[config.mk]
export PLATFORM = sky130hd
export DESIGN_NAME = dmem_access_ctrl
export DESIGN_NICKNAME = d
export VERILOG_FILES = /design/src/rtl/dmem_access_ctrl.sv
export SDC_FILE = /design/constraint.sdc
export NUM_CORES = 1
export LEC_CHECK = 0
export ABC_AREA = 1
export BUFFER_PORTS_ARGS = -buffer_cell sky130_fd_sc_hd__buf_4
export CAP_MARGIN = 0
export CORE_AREA = 2 2 127 129
export CTS_CLUSTER_DIAMETER = 150
export DETAILED_ROUTE_END_ITERATION = 10
export DIE_AREA = 0 0 129 131
export GPL_TIMING_DRIVEN = 0
export PLACE_DENSITY = 0.86
export SYNTH_ARGS = -nofsm -noshare
export SYNTH_HDL_FRONTEND = slang
export SYNTH_SLANG_ARGS = --single-unit
export TNS_END_PERCENT = 5
[constraint.sdc]
create_clock -name clk -period 3.75 [get_ports clk]
set_input_delay 0.1875 -clock clk [delete_from_list [all_inputs] [get_ports clk]]
set_output_delay 0.1875 -clock clk [all_outputs]
set_load 0.01 [all_outputs]
[src/rtl/dmem_access_ctrl.sv]
// MEM-stage data-memory sequencer: CPU loads/stores and debug word accesses share one
// req/ack memory port, with lane steering, load extension, pipeline stall and timeout.
module dmem_access_ctrl #(
  parameter int DATA_WIDTH = 32,
  parameter int TIMEOUT    = 255,
  parameter int NB_TO      = 8
) (
  input  logic                  clk,
  input  logic                  i_rst_n,
  input  logic                  i_memRead,
  input  logic                  i_memWrite,
  input  logic [2:0]            i_func3,
  input  logic [DATA_WIDTH-1:0] i_alu,
  input  logic [DATA_WIDTH-1:0] i_data2,
  output logic                  o_stall,
  output logic [DATA_WIDTH-1:0] o_rdata,
  output logic                  o_rvalid,
  output logic                  o_err,
  input  logic                  i_dbg_req,
  input  logic                  i_dbg_we,
  input  logic [DATA_WIDTH-1:0] i_dbg_addr,
  input  logic [DATA_WIDTH-1:0] i_dbg_wdata,
  output logic                  o_dbg_gnt,
  output logic                  o_dbg_done,
  output logic [DATA_WIDTH-1:0] o_dbg_rdata,
  output logic                  o_mem_req,
  output logic                  o_mem_we,
  output logic [DATA_WIDTH-1:0] o_mem_addr,
  output logic [DATA_WIDTH-1:0] o_mem_wdata,
  output logic [3:0]            o_mem_be,
  input  logic                  i_mem_ack,
  input  logic [DATA_WIDTH-1:0] i_mem_rdata
);

  typedef enum logic [1:0] {
    IDLE     = 2'd0,
    CPU_ACC  = 2'd1,
    DBG_ACC  = 2'd2,
    CPU_DONE = 2'd3
  } state_t;

  state_t             state_q;
  logic [NB_TO-1:0]   timeoutCnt_q;
  logic [2:0]         func3_q;
  logic [1:0]         offset_q;
  logic               isLoad_q;

  logic                  cpuReq;
  logic                  funcLegal;
  logic                  misaligned;
  logic                  cpuLegal;
  logic                  timeoutHit;
  logic [3:0]            storeBe;
  logic [DATA_WIDTH-1:0] storeWdata;
  logic [DATA_WIDTH-1:0] shiftedRdata;
  logic [DATA_WIDTH-1:0] loadExt;

  assign cpuReq     = i_memRead | i_memWrite;
  assign timeoutHit = (timeoutCnt_q == NB_TO'(TIMEOUT - 1));
  assign o_stall    = i_rst_n & (((state_q == IDLE) & cpuReq) | (state_q == CPU_ACC));

  // Unsigned load variants only exist for loads, so they are illegal on the store path.
  always_comb begin
    funcLegal = 1'b0;
    case (i_func3)
      3'b000, 3'b001, 3'b010: funcLegal = 1'b1;
      3'b100, 3'b101:         funcLegal = i_memRead & ~i_memWrite;
      default:                funcLegal = 1'b0;
    endcase
    misaligned = ((i_func3[1:0] == 2'b01) & i_alu[0]) |
                 ((i_func3[1:0] == 2'b10) & (i_alu[1:0] != 2'b00));
    cpuLegal   = funcLegal & ~misaligned & ~(i_memRead & i_memWrite);
  end

  always_comb begin
    storeBe    = 4'b1111;
    storeWdata = i_data2;
    case (i_func3[1:0])
      2'b00: begin
        storeBe    = 4'b0001 << i_alu[1:0];
        storeWdata = {4{i_data2[7:0]}};
      end
      2'b01: begin
        storeBe    = 4'b0011 << i_alu[1:0];
        storeWdata = {2{i_data2[15:0]}};
      end
      default: begin
        storeBe    = 4'b1111;
        storeWdata = i_data2;
      end
    endcase
  end

  // Extension uses the func3/offset latched at issue, not the live pipeline inputs.
  always_comb begin
    shiftedRdata = i_mem_rdata >> {offset_q, 3'b000};
    loadExt      = shiftedRdata;
    case (func3_q)
      3'b000:  loadExt = {{24{shiftedRdata[7]}}, shiftedRdata[7:0]};
      3'b001:  loadExt = {{16{shiftedRdata[15]}}, shiftedRdata[15:0]};
      3'b100:  loadExt = {24'b0, shiftedRdata[7:0]};
      3'b101:  loadExt = {16'b0, shiftedRdata[15:0]};
      default: loadExt = shiftedRdata;
    endcase
  end

  always_ff @(posedge clk or negedge i_rst_n) begin
    if (!i_rst_n) begin
      state_q      <= IDLE;
      timeoutCnt_q <= '0;
      func3_q      <= '0;
      offset_q     <= '0;
      isLoad_q     <= 1'b0;
      o_rdata      <= '0;
      o_rvalid     <= 1'b0;
      o_err        <= 1'b0;
      o_dbg_gnt    <= 1'b0;
      o_dbg_done   <= 1'b0;
      o_dbg_rdata  <= '0;
      o_mem_req    <= 1'b0;
      o_mem_we     <= 1'b0;
      o_mem_addr   <= '0;
      o_mem_wdata  <= '0;
      o_mem_be     <= '0;
    end else begin
      o_rvalid   <= 1'b0;
      o_err      <= 1'b0;
      o_dbg_gnt  <= 1'b0;
      o_dbg_done <= 1'b0;
      case (state_q)
        IDLE: begin
          if (cpuReq) begin
            func3_q  <= i_func3;
            offset_q <= i_alu[1:0];
            isLoad_q <= i_memRead;
            if (cpuLegal) begin
              state_q      <= CPU_ACC;
              timeoutCnt_q <= '0;
              o_mem_req    <= 1'b1;
              o_mem_we     <= i_memWrite;
              o_mem_addr   <= {i_alu[DATA_WIDTH-1:2], 2'b00};
              o_mem_wdata  <= i_memWrite ? storeWdata : '0;
              o_mem_be     <= i_memWrite ? storeBe : 4'b0000;
            end else begin
              state_q  <= CPU_DONE;
              o_rvalid <= 1'b1;
              o_err    <= 1'b1;
              o_rdata  <= '0;
            end
          end else if (i_dbg_req) begin
            state_q      <= DBG_ACC;
            timeoutCnt_q <= '0;
            o_dbg_gnt    <= 1'b1;
            o_mem_req    <= 1'b1;
            o_mem_we     <= i_dbg_we;
            o_mem_addr   <= {i_dbg_addr[DATA_WIDTH-1:2], 2'b00};
            o_mem_wdata  <= i_dbg_wdata;
            o_mem_be     <= i_dbg_we ? 4'b1111 : 4'b0000;
          end
        end
        CPU_ACC: begin
          if (i_mem_ack || timeoutHit) begin
            state_q      <= CPU_DONE;
            timeoutCnt_q <= '0;
            o_mem_req    <= 1'b0;
            o_mem_we     <= 1'b0;
            o_mem_be     <= 4'b0000;
            o_rvalid     <= 1'b1;
            o_err        <= ~i_mem_ack;
            o_rdata      <= (i_mem_ack && isLoad_q) ? loadExt : '0;
          end else begin
            timeoutCnt_q <= timeoutCnt_q + 1'b1;
          end
        end
        DBG_ACC: begin
          if (i_mem_ack || timeoutHit) begin
            state_q      <= IDLE;
            timeoutCnt_q <= '0;
            o_mem_req    <= 1'b0;
            o_mem_we     <= 1'b0;
            o_mem_be     <= 4'b0000;
            o_dbg_done   <= 1'b1;
            o_dbg_rdata  <= (i_mem_ack && !o_mem_we) ? i_mem_rdata : '0;
          end else begin
            timeoutCnt_q <= timeoutCnt_q + 1'b1;
          end
        end
        CPU_DONE: begin
          // One bubble so the still-present EX/MEM instruction is not re-issued.
          state_q <= IDLE;
        end
        default: state_q <= IDLE;
      endcase
    end
  end

endmodule

-- After elaboration in Yosys (flattened, before gate mapping)
Cells that the tools add are included.
- flip-flop bits (word level): 154
- output and inout port bits: 139
- logic and storage cells: 132
- add/sub/neg operators: 1
- eq/ne operators: 21
- shift operators: 3
- mux-type cells: 54
- bitwise operators: 15
- reduce and logical (&&, ||, !) cells: 22
- operator list (kind ; number):
    $mux W32 ; 12
    $pmux W32 S2 ; 2
    $pmux W32 S4 ; 1
    $mux W8 ; 4
    $shr A32 B5 Y32 ; 1
    $mux W4 ; 6
    $pmux W4 S2 ; 2
    $pmux W8 S2 ; 1
    $mux W1 ; 15
    $eq A3 B3 Y1 const B ; 4
    $mux W2 ; 5
    $pmux W1 S2 ; 5
    $reduce_and A3 Y1 ; 3
    $add A8 B1 Y8 const B ; 1
    $and A1 B1 Y1 ; 8
    $eq A8 B8 Y1 const B ; 1
    $pmux W2 S4 ; 1
    $reduce_and A4 Y1 ; 2
    $reduce_bool A2 Y1 ; 4
    $eq A2 B2 Y1 const B ; 3
    $eq A3 B1 Y1 const B ; 2
    $logic_not A3 Y1 ; 2
    $ne A2 B1 Y1 const B ; 3
    $ne A2 B2 Y1 const B ; 3
    other kinds (14) ; 25

-- Logic depth before layout (Yosys ltp)
Gate-level depths: netlist of the first run.
- depth after elaboration: 9
- depth in mapped cells: 13
- depth with buffers taken out: 12

-- Least setup slack after synthesis of the first run
OpenSTA, ideal clock, no wires.
- kind: reg2reg
- start: register state_q[0]
- end: register o_mem_wdata[7]
- setup time: 124 ps
- arrival: 1602 ps
- required time: 3626 ps
- slack: 2024 ps
- cell stages (with the launch flop): 10
- buffers on the path: 2
- period minus slack after synthesis: 1726 ps
- cells stage by stage: dfrtp_1 inv_1 ha_1 inv_2 nor2_2 nand4_4 nand2_2 buf_6 buf_6 a21oi_2
- longest elaborated chain between the ends: 2
- ends and longest elaborated chain (element ; line ; text):
    start: declaration ; 42 ; state_t state_q;
    start signal: assignment ; 109 ; state_q <= IDLE;
    start signal: assignment ; 137 ; state_q <= CPU_ACC;
    start signal: assignment ; 145 ; state_q <= CPU_DONE;
    $logic_not A2 Y1 ; 130 ; case (state_q)
    $reduce_and A3 Y1 (no source line) ; n/a ;
    end signal: assignment ; 142 ; o_mem_wdata <= i_memWrite ? storeWdata : '0;
    end signal: assignment ; 157 ; o_mem_wdata <= i_dbg_wdata;
    end: declaration ; 29 ; output logic [DATA_WIDTH-1:0] o_mem_wdata,
Every way passes these cells.
A chain may end at the register's enable or synchronous reset.

-- Worst setup path in the final report of the first run
- start: register state_q[0]
- end: output port o_stall
- longest elaborated chain between the ends: 4
- elaborated cells on any way between the ends: 5
- those cells by class: eq/ne: 1; bitwise: 3; reduce/logical: 1
- ends and longest elaborated chain (element ; line ; text):
    $logic_not A2 Y1 ; 60 ; assign o_stall = i_rst_n & (((state_q == IDLE) & cpuReq) | (state_q == CPU_ACC));
    $and A1 B1 Y1 ; 60 ;
    $or A1 B1 Y1 * ; 60 ;
    $and A1 B1 Y1 * ; 60 ;
    end: declaration ; 15 ; output logic o_stall,
Mark *: on every way between the ends. The rest lies on a longest branch, timed or not.

==> reports/results.ini, run 1 <==
[outcome]
status=completed

[global_routing]
grt_pass1_vias=8642
grt_max_degree=101
grt_util_all_layers_pct=33.78
antenna_found_initial=0
grt_pass1_wl_microns=43950
gr-total-overflow=0

[clock_tree]
post_cts_resized=0
ctsHtreeMaxLevel=4
cts_buffers=17
clock_latency_ns=0.43
root_buffer=clkbuf_16
clk_path_buf_depth=2
post_cts_buffers=0
cts_hold_repair.buffers=13
cts_tree=done
clk_pin_slew_ns=0.06
cts_sinks=152

[floorplanning]
io-pin-count=309
dieHeight_microns=131
core_sq_um=15600
die_x_microns=129
initial_core_util_pct=52.78
rows=46
die_area_sq_um=16900

[timing]
holdWs_ns=0.01005
setup_tns_ns=0
finClkSkew_ns=0.01133
hold_violations=0
fmax_ghz=0.4259
setup_viol=0
relSlewSlack_pct=60.80
worst_pin_slew_ns=0.5879
slew_viol_final=0
rsz0062_at_grt=false
period_needed_ns=2.348
fin_crit_sh_pct=62.62

[routing]
wl_per_cell_microns=17.53
initialDrtViolationCount=678
post-route-drc-count=0
vias=8895
post_drt_via_cell_ratio=5.460
routed_wirelength_microns=28560
dr.pass1.iters=8
ant_nets=0

[final_layout]
post-route-util_pct=73.99
final_area_sq_um=11540
nFillCells=1247
final_cell_mix=nand2_1 (326), buf_4 (313), dfrtp_1 (152), nand3_1 (128), o21ai_0 (118)
num_antenna_cells=0
area_growth_pct=40.20
stdcell_count=1629
final_nets=1579
drive_gt1_share_pct=30.22
final_common_cell=nand2_1

[yosys]
synth_area_sq_um=8232
synth_seq_cells=152
ys_seq_area_share_pct=46.21
postSynth.asyncResetShare_pct=100.0
synth_top_flop_cell=dfrtp_1
synth_edf_count=0
synthCells=1064
yosys_warnings=0
syn_area_per_cell_sq_um=7.737
synthDistinctLibCells=35

[worst_setup_path]
worstSetupPathType=reg2out
start_kind=flip-flop
cp.required_ns=3.56
cp_max_fo=10
critPathCaptureType=output pin
worst-r2r-setup-slack_ns=1.67
arrival_ns=2.16

[placed_design]
post_dp_cell_area_sq_um=10820
placed_cells=1586
routabilityCongestion=0.9777
place_hpwl_microns=21840
port_buffers=304

[power]
ir_drop_uv=480.9
powerDensity_nw_per_um2=724.6
power_leakage_nw=6.164

[min_path]
min_path_type=in2reg

[run]
cap_viol_max_count=0

[layout make-up]
class,instances,area (sq um),area share (%)
buffer,72,351.6,3.046
inverter,61,229.0,1.984
multi-input combinational,780,3851,33.37
sequential,152,3804,32.96
tap,216,270.3,2.342
clock inverter,12,152.6,1.323
clock buffer,18,439.2,3.805
timing repair buffer,318,2444,21.17
[worst paths after layout]
check                           startpoint         endpoint  cells past startpoint
min in group asynchronous          i_rst_n      o_rdata[26]                      2
setup / recovery                state_q[0]          o_stall                      7
hold reg to reg                  o_mem_req        o_mem_req                      2
setup reg to reg                state_q[0]  o_mem_wdata[25]                      9
max in group asynchronous          i_rst_n  o_mem_wdata[14]                      3
hold / removal             i_mem_rdata[26]  o_dbg_rdata[26]                      3
[synthesized netlist by cell type (8+ instances only)]
master	number	area share (%)
a21oi_2	10	1.1
nand2_1	326	15
dfrtp_1	152	46
clkbuf_1	35	1.6
buf_2	17	1.0
o211ai_1	37	3.4
a22oi_1	8	0.73
inv_1	54	2.5
buf_4	10	0.91
nand3_1	128	7.8
a21oi_1	12	0.73
or2_2	32	2.4
nor2_1	51	2.3
mux2i_1	14	1.7
o21ai_0	118	7.2
o21a_1	10	0.91
[cell families after synthesis]
family,synth area share [%]
adders and majority gates,1.064
xor gates and xnor gates,0.1064
buffers and inverters,7.053
AOI/OAI and AO/OA,14.35
and+or+nand+nor,29.47
other,0.04556
muxes,1.702
DFF,46.21
[layer usage]
layer | global-route usage (%) | part of all wire, %
met3 | 7.655 | 7.6
met5 | 0 | 0
met2 | 57.64 | 49
met4 | 19.44 | 5.4
met1 | 39.43 | 38
[report_power, final]
group | switching [W] | internal [W] | leakage [nW] | total [W]
logic | 0.00231 | 0.00165 | 3.91 | 0.00396
clock network | 0.000701 | 0.00106 | 0.292 | 0.00176
registers | 0.000382 | 0.00227 | 1.97 | 0.00265
[stage by stage]
| step | setup slack (ns) | power, W |
|---|---|---|
| 2_1_floorplan | 2.024 | 0.004791 |
| 3_3_place_gp | 1.462 | 0.006456 |
| 3_5_place_dp | 1.707 | 0.006570 |
| 4_1_cts | 1.382 | 0.008357 |
| 5_1_grt | 1.253 | 0.008911 |
| 6_report | 1.402 | 0.008363 |
[critical path: stages, from the launching register on]
cell	delay [ns]
dfrtp_1	0.40
inv_1	0.13
ha_1	0.22
inv_2	0.08
nor2_2	0.24
clkbuf_1	0.34
o21a_1	0.20
buf_4	0.13
[state kept, by name, summed over array words and instances (netlist names)]
register,cells
timeoutCnt_q,8
o_mem_be,4
o_mem_we,1
isLoad_q,1
o_err,1
o_mem_wdata,32
state_q,2
o_mem_addr,30
offset_q,2
o_rdata,32
o_dbg_gnt,1
o_mem_req,1
o_dbg_rdata,32
o_dbg_done,1
func3_q,3
o_rvalid,1
(Power assumes the default switching activity.)
==> run 2, diff against run 1 <==
--- a/config.mk
+++ b/config.mk
@@ -8,12 +8,12 @@
 export ABC_AREA = 1
 export BUFFER_PORTS_ARGS = -buffer_cell sky130_fd_sc_hd__buf_4
 export CAP_MARGIN = 0
-export CORE_AREA = 2 2 127 129
+export CORE_AREA = 2 2 132 134
 export CTS_CLUSTER_DIAMETER = 150
 export DETAILED_ROUTE_END_ITERATION = 10
-export DIE_AREA = 0 0 129 131
+export DIE_AREA = 0 0 134 136
 export GPL_TIMING_DRIVEN = 0
-export PLACE_DENSITY = 0.86
+export PLACE_DENSITY = 0.81
 export SYNTH_ARGS = -nofsm -noshare
 export SYNTH_HDL_FRONTEND = slang
 export SYNTH_SLANG_ARGS = --single-unit
==> constraint.sdc (replaced) <==
create_clock -name clk -period 2.2 [get_ports clk]
set_input_delay 0.11 -clock clk [delete_from_list [all_inputs] [get_ports clk]]
set_output_delay 0.11 -clock clk [all_outputs]
set_load 0.01 [all_outputs]
==> reports/results.ini, run 2 (synthesis gave the netlist of run 1 again) <==
[clock_tree]
clk_pin_slew_ns=0.06  ; about the same
root_buffer=clkbuf_16
clock_latency_ns=0.43  ; about the same
cts_buffers=17  ; unchanged
cts_tree=done
ctsHtreeMaxLevel=4  ; unchanged
cts_hold_repair.buffers=76  ; +63
clk_path_buf_depth=2  ; unchanged
cts_sinks=152  ; unchanged

[timing]
holdWs_ns=-0.2683  ; -0.2784 ns
finClkSkew_ns=0.009912  ; -0.001415 ns
fin_crit_sh_pct=93.51
setup_tns_ns=0  ; unchanged
fmax_ghz=0.4861
worst_pin_slew_ns=0.7247  ; +0.1367 ns
setup_viol=0  ; unchanged
slew_viol_final=0  ; unchanged
setup_ws_ns=0.1427  ; -1.259 ns
rsz0062_at_grt=false
period_needed_ns=2.057
hold_violations=77  ; +77
relSlewSlack_pct=51.69  ; -9.1 points

[routing]
initialDrtViolationCount=633  ; -6.6%
ant_nets=0  ; unchanged
wl_per_cell_microns=17.64  ; +0.63%
post-route-drc-count=0  ; unchanged
dr.pass1.iters=5  ; -3
post_drt_via_cell_ratio=5.425  ; -0.65%
top_layer=met4
routed_wirelength_microns=30050  ; +5.2%
dr_wl_met2_microns=15210  ; +8.0%
vias=9239  ; +3.9%
met3_length_microns=2247  ; +3.6%
met1_length_microns=11170  ; +3.8%

[worst_setup_path]
max_stage_delay_ns=0.40  ; about the same
start_kind=flip-flop
cp.required_ns=2.09  ; -1.47 ns
worstSetupStartpoint=state_q[0]
r2r-start=state_q[1]
cp_max_fo=10  ; unchanged
arrival_ns=1.95  ; -0.21 ns
worstSetupPathType=reg2out
worst_path_max_delay_cell=dfrtp_1
critPathCaptureType=output pin
crit_chain=inv_1, ha_1, inv_2, nor2_4, clkbuf_4, o21a_1, buf_4

[final_layout]
num_antenna_cells=0  ; unchanged
final_common_cell=nand2_1
drive_gt1_share_pct=28.96  ; -1.3 points
nFillCells=1288  ; +3.3%
final_cell_mix=nand2_1 (326), buf_4 (313), dfrtp_1 (152), nand3_1 (128), o21ai_0 (118)
stdcell_count=1703  ; +4.5%
final_nets=1642  ; +4.0%
final_area_sq_um=12210  ; +5.8%
reg_top3=o_dbg_rdata (32), o_mem_wdata (32), o_rdata (32)
area_growth_pct=48.32

[outcome]
status=complete, but fails checks
violations=hold timing

[global_routing]
grt_util_all_layers_pct=32.60  ; -1.2 points
antenna_found_initial=0  ; unchanged
gr-total-overflow=0  ; unchanged
grt_pass1_wl_microns=46370  ; +5.5%
grt_max_degree=79  ; -22%
grt_pass1_vias=9090  ; +5.2%

[floorplanning]
rows=48  ; +4.3%
initial_core_util_pct=48.78  ; -4.0 points
dieHeight_microns=136  ; +3.8%
die_area_sq_um=18220  ; +7.8%
core_sq_um=16880  ; +8.2%
io-pin-count=309  ; unchanged
die_x_microns=134  ; +3.9%

[placed_design]
pre_cts_slack_ns=0.1707  ; -1.537 ns
port_buffers=304  ; unchanged
placed_cells=1595  ; +0.57%
place_hpwl_microns=22040  ; +0.91%
post_dp_cell_area_sq_um=10830  ; +0.10%
routabilityCongestion=0.9619  ; -1.6%

[power]
ir_drop_uv=681.4  ; +42%
power_leakage_nw=6.432  ; +4.3%
powerDensity_nw_per_um2=1186  ; +64%

[run]
cap_viol_max_count=0  ; unchanged

[min_path]
min_path_type=in2async

==> run 2: path summary, 6_finish.rpt <==
check / to / slack, ns / depth (start not counted)
worst max register to register: o_mem_be[2] / 0.18 / 9
min in group clk: o_mem_wdata[3] / 0.01 / 3
worst min register to register: o_mem_be[2] / 0.47 / 2
worst min-delay path: o_rdata[27] / -0.27 / 1
worst max-delay path: o_stall / 0.14 / 7
max in group asynchronous: o_mem_be[2] / 1.64 / 2
==> run 2: area by class of cell <==
cell class                 instances  area [sq um]  share of cell area [%]
buffer                            72         355.3                   2.910
clock buffer                      20         446.7                   3.659
clock inverter                    12         162.7                   1.332
inverter                          61         229.0                   1.875
multi-input combinational        780          3856                   31.58
sequential                       152          3804                   31.15
tap                              225         281.5                   2.306
timing repair buffer             381          3074                   25.18
==> run 2: stage by stage <==
stage / power (W) / util [%]
6_report: 0.01449 / 72.35
2_1_floorplan: 0.008167 / -
5_1_grt: 0.01535 / 72.35
3_5_place_dp: 0.01119 / 64.18
3_3_place_gp: 0.01104 / 63.99
4_1_cts: 0.01440 / 72.30
==> run 2: power by group <==
| part | total (W) | switching [W] | internal [W] |
|---|---|---|---|
| Combinational | 0.00688 | 0.00399 | 0.00289 |
| Clock | 0.00308 | 0.00125 | 0.00183 |
| Sequential | 0.00453 | 0.000664 | 0.00386 |
==> run 2: critical path, delay by kind of cell, from the launching register on <==
kind / cells / cell delay [ns]
buffers and inverters: 4 / 0.58
DFF: 1 / 0.40
adders and majority gates: 1 / 0.22
and+or+nand+nor: 1 / 0.18
AOI/OAI and AO/OA: 1 / 0.16
==> run 2: metal layers <==
layer | global-route usage [%] | vias to the layer above
met5 | 0 | -
met3 | 6.600 | 94
met1 | 37.75 | 4327
met4 | 16.61 | 0
met2 | 57.41 | 503
li1 | - | 4315
==> run 2: timing repair <==
| action | CTS | global route |
|---|---|---|
| resized for setup | 1 | 3 |
| hold endpoints to repair | 153 | 77 |
| setup endpoints to repair | 1 | 10 |
| setup buffers | 0 | 0 |
==> run 3, diff against run 2 <==
--- a/config.mk
+++ b/config.mk
@@ -8,12 +8,12 @@
 export ABC_AREA = 1
 export BUFFER_PORTS_ARGS = -buffer_cell sky130_fd_sc_hd__buf_4
 export CAP_MARGIN = 0
-export CORE_AREA = 2 2 132 134
+export CORE_AREA = 2 2 127 129
 export CTS_CLUSTER_DIAMETER = 150
 export DETAILED_ROUTE_END_ITERATION = 10
-export DIE_AREA = 0 0 134 136
+export DIE_AREA = 0 0 129 131
 export GPL_TIMING_DRIVEN = 0
-export PLACE_DENSITY = 0.81
+export PLACE_DENSITY = 0.86
 export SYNTH_ARGS = -nofsm -noshare
 export SYNTH_HDL_FRONTEND = slang
 export SYNTH_SLANG_ARGS = --single-unit
==> constraint.sdc (replaced) <==
create_clock -name clk -period 2.4 [get_ports clk]
set_input_delay 0.12 -clock clk [delete_from_list [all_inputs] [get_ports clk]]
set_output_delay 0.12 -clock clk [all_outputs]
set_load 0.01 [all_outputs]
==> reports/results.ini, run 3 (synthesis gave the netlist of run 1 again) <==
[final_layout]
nFillCells=1126  ; -13%
post-route-util_pct=77.87  ; +5.5 points
final_common_cell=nand2_1
final_cell_mix=nand2_1 (326), buf_4 (313), dfrtp_1 (152), nand3_1 (128), o21ai_0 (118)
area_growth_pct=47.55
stdcell_count=1690  ; -0.76%
reg_top3=o_dbg_rdata (32), o_mem_wdata (32), o_rdata (32)
final_nets=1639  ; -0.18%
drive_gt1_share_pct=29.06  ; +0.098 points

[placed_design]
place_hpwl_microns=21840  ; -0.90%
placed_cells=1586  ; -0.56%
routabilityCongestion=0.9777  ; +1.6%
port_buffers=304  ; unchanged

[floorplanning]
die_x_microns=129  ; -3.7%
dieHeight_microns=131  ; -3.7%
die_area_sq_um=16900  ; -7.3%
initial_core_util_pct=52.78  ; +4.0 points
rows=46  ; -4.2%
io-pin-count=309  ; unchanged
core_sq_um=15600  ; -7.6%

[global_routing]
grt_max_degree=101  ; +28%
grt_pass1_vias=9461  ; +4.1%
antenna_found_initial=1  ; +1
grt_util_all_layers_pct=36.94  ; +4.3 points
gr-total-overflow=0  ; unchanged
grt_pass1_wl_microns=48060  ; +3.6%

[worst_setup_path]
r2r-end=o_mem_wdata[23]
cp_max_fo=10  ; unchanged
worstSetupPathType=reg2out
ff2ff_path_depth=9  ; unchanged
cp.required_ns=2.28  ; +0.19 ns
start_kind=flip-flop
arrival_ns=2.06  ; +0.11 ns
worst-r2r-setup-slack_ns=0.29  ; +0.11 ns
critPathCaptureType=output pin
r2r-start=state_q[0]

[clock_tree]
ctsHtreeMaxLevel=4  ; unchanged
clk_path_buf_depth=2  ; unchanged
cts_buffers=17  ; unchanged
clock_latency_ns=0.44  ; about the same
cts_tree=done
root_buffer=clkbuf_16
clk_pin_slew_ns=0.07  ; about the same
cts_sinks=152  ; unchanged
post_cts_buffers=0  ; unchanged

[min_path]
hp-start=i_dbg_addr[5]
hold_end=o_mem_addr[5]
hold_depth=4
min_path_type=in2reg

[timing]
slew_viol_final=0  ; unchanged
fmax_ghz=0.4577
rsz0062_at_grt=false
hold_violations=0  ; -100%
worst_pin_slew_ns=0.5891  ; -0.1355 ns
setup_viol=0  ; unchanged
relSlewSlack_pct=60.72  ; +9.0 points
finClkSkew_ns=0.01000  ; +0.00009148 ns
period_needed_ns=2.185
setup_tns_ns=0  ; unchanged
fin_crit_sh_pct=91.03

[routing]
initialDrtViolationCount=783  ; +24%
met1_length_microns=11350  ; +1.5%
post_drt_via_cell_ratio=5.592  ; +3.1%
routed_wirelength_microns=31170  ; +3.7%
post-route-drc-count=0  ; unchanged
vias=9451  ; +2.3%
ant_nets=0  ; unchanged
top_layer=met4
dr_wl_met2_microns=15600  ; +2.6%
wl_per_cell_microns=18.44  ; +4.5%
dr.pass1.iters=8  ; +3
met3_length_microns=2358  ; +4.9%

[power]
power_leakage_nw=6.418  ; -0.22%
powerDensity_nw_per_um2=1094  ; -7.8%
ir_drop_uv=752.4  ; +10%

[outcome]
status=completed

[run]
cap_viol_max_count=0  ; unchanged

run 3: cell types whose count changed in the layout (fill, tap and decap cells not counted):
cell	before	now
clkinv_4	2	3
dlygate4sd3_1	76	73
nor2_4	3	2
clkinv_2	1	4
diode_2	0	1
clkbuf_4	1	0
clkinvlp_4	2	1
clkbuf_1	36	34
nor2_2	1	2
clkbuf_2	0	1
inv_6	4	1
run 3: power by group:
group,internal (W),switching [W]
Clock,0.00165,0.00112
Combinational,0.00264,0.00372
Sequential,0.00354,0.000622
run 3: final cells by class:
cell class | instances | area [sq um] | area share, %
inverter | 61 | 229.0 | 1.885
multi-input combinational | 780 | 3851 | 31.71
clock buffer | 18 | 439.2 | 3.616
antenna | 1 | 2.502 | 0.02060
sequential | 152 | 3804 | 31.32
buffer | 72 | 352.8 | 2.905
clock inverter | 12 | 152.6 | 1.257
timing repair buffer | 378 | 3044 | 25.06
tap | 216 | 270.3 | 2.225
run 3: layer usage:
metal,global-route usage [%],vias up
li1,-,4306
met1,41.35,4448
met2,64.99,553
met3,8.103,144
met4,21.93,0
met5,0,-
run 3: worst max path at each step:
stage | from | to | slack, ns | depth (start not counted)
after global routing | state_q[1] | o_stall | 0.11 | 7
after floorplan | state_q[0] | o_mem_wdata[7] | 0.67 | 9
after detailed placement | state_q[0] | o_mem_wdata[30] | 0.36 | 9
after global placement | i_rst_n | o_stall | 0.25 | 3
after CTS | state_q[0] | o_stall | 0.1 | 7
final | state_q[0] | o_stall | 0.22 | 7
run 3: critical path, stage by stage (launching register included):
cell and delay, ns:
dfrtp_1 0.40, inv_1 0.13, ha_1 0.22, inv_2 0.08, nor2_2 0.24, clkbuf_2 0.25
o21a_1 0.17, buf_4 0.13
run 3: what timing repair did:
item,CTS,global route
hold buffers,73,0
hold endpoints to repair,125,0
endpoints found under the setup margin,0,1
resized for setup,0,2
run 3: stage by stage:
stage | hold slack (ns) | total power (W) | cell area [sq um] | setup slack [ns]
global placement | 0.3478 | 0.01009 | 10790 | 0.2468
floorplan | -0.1756 | 0.007487 | 8235 | 0.6743
detailed placement | 0.1103 | 0.01027 | 10820 | 0.3573
finish | 0.01301 | 0.01329 | 12150 | 0.2153
global route | 0.02181 | 0.01410 | 12150 | 0.1089
CTS | 0.001111 | 0.01314 | 12140 | 0.09988
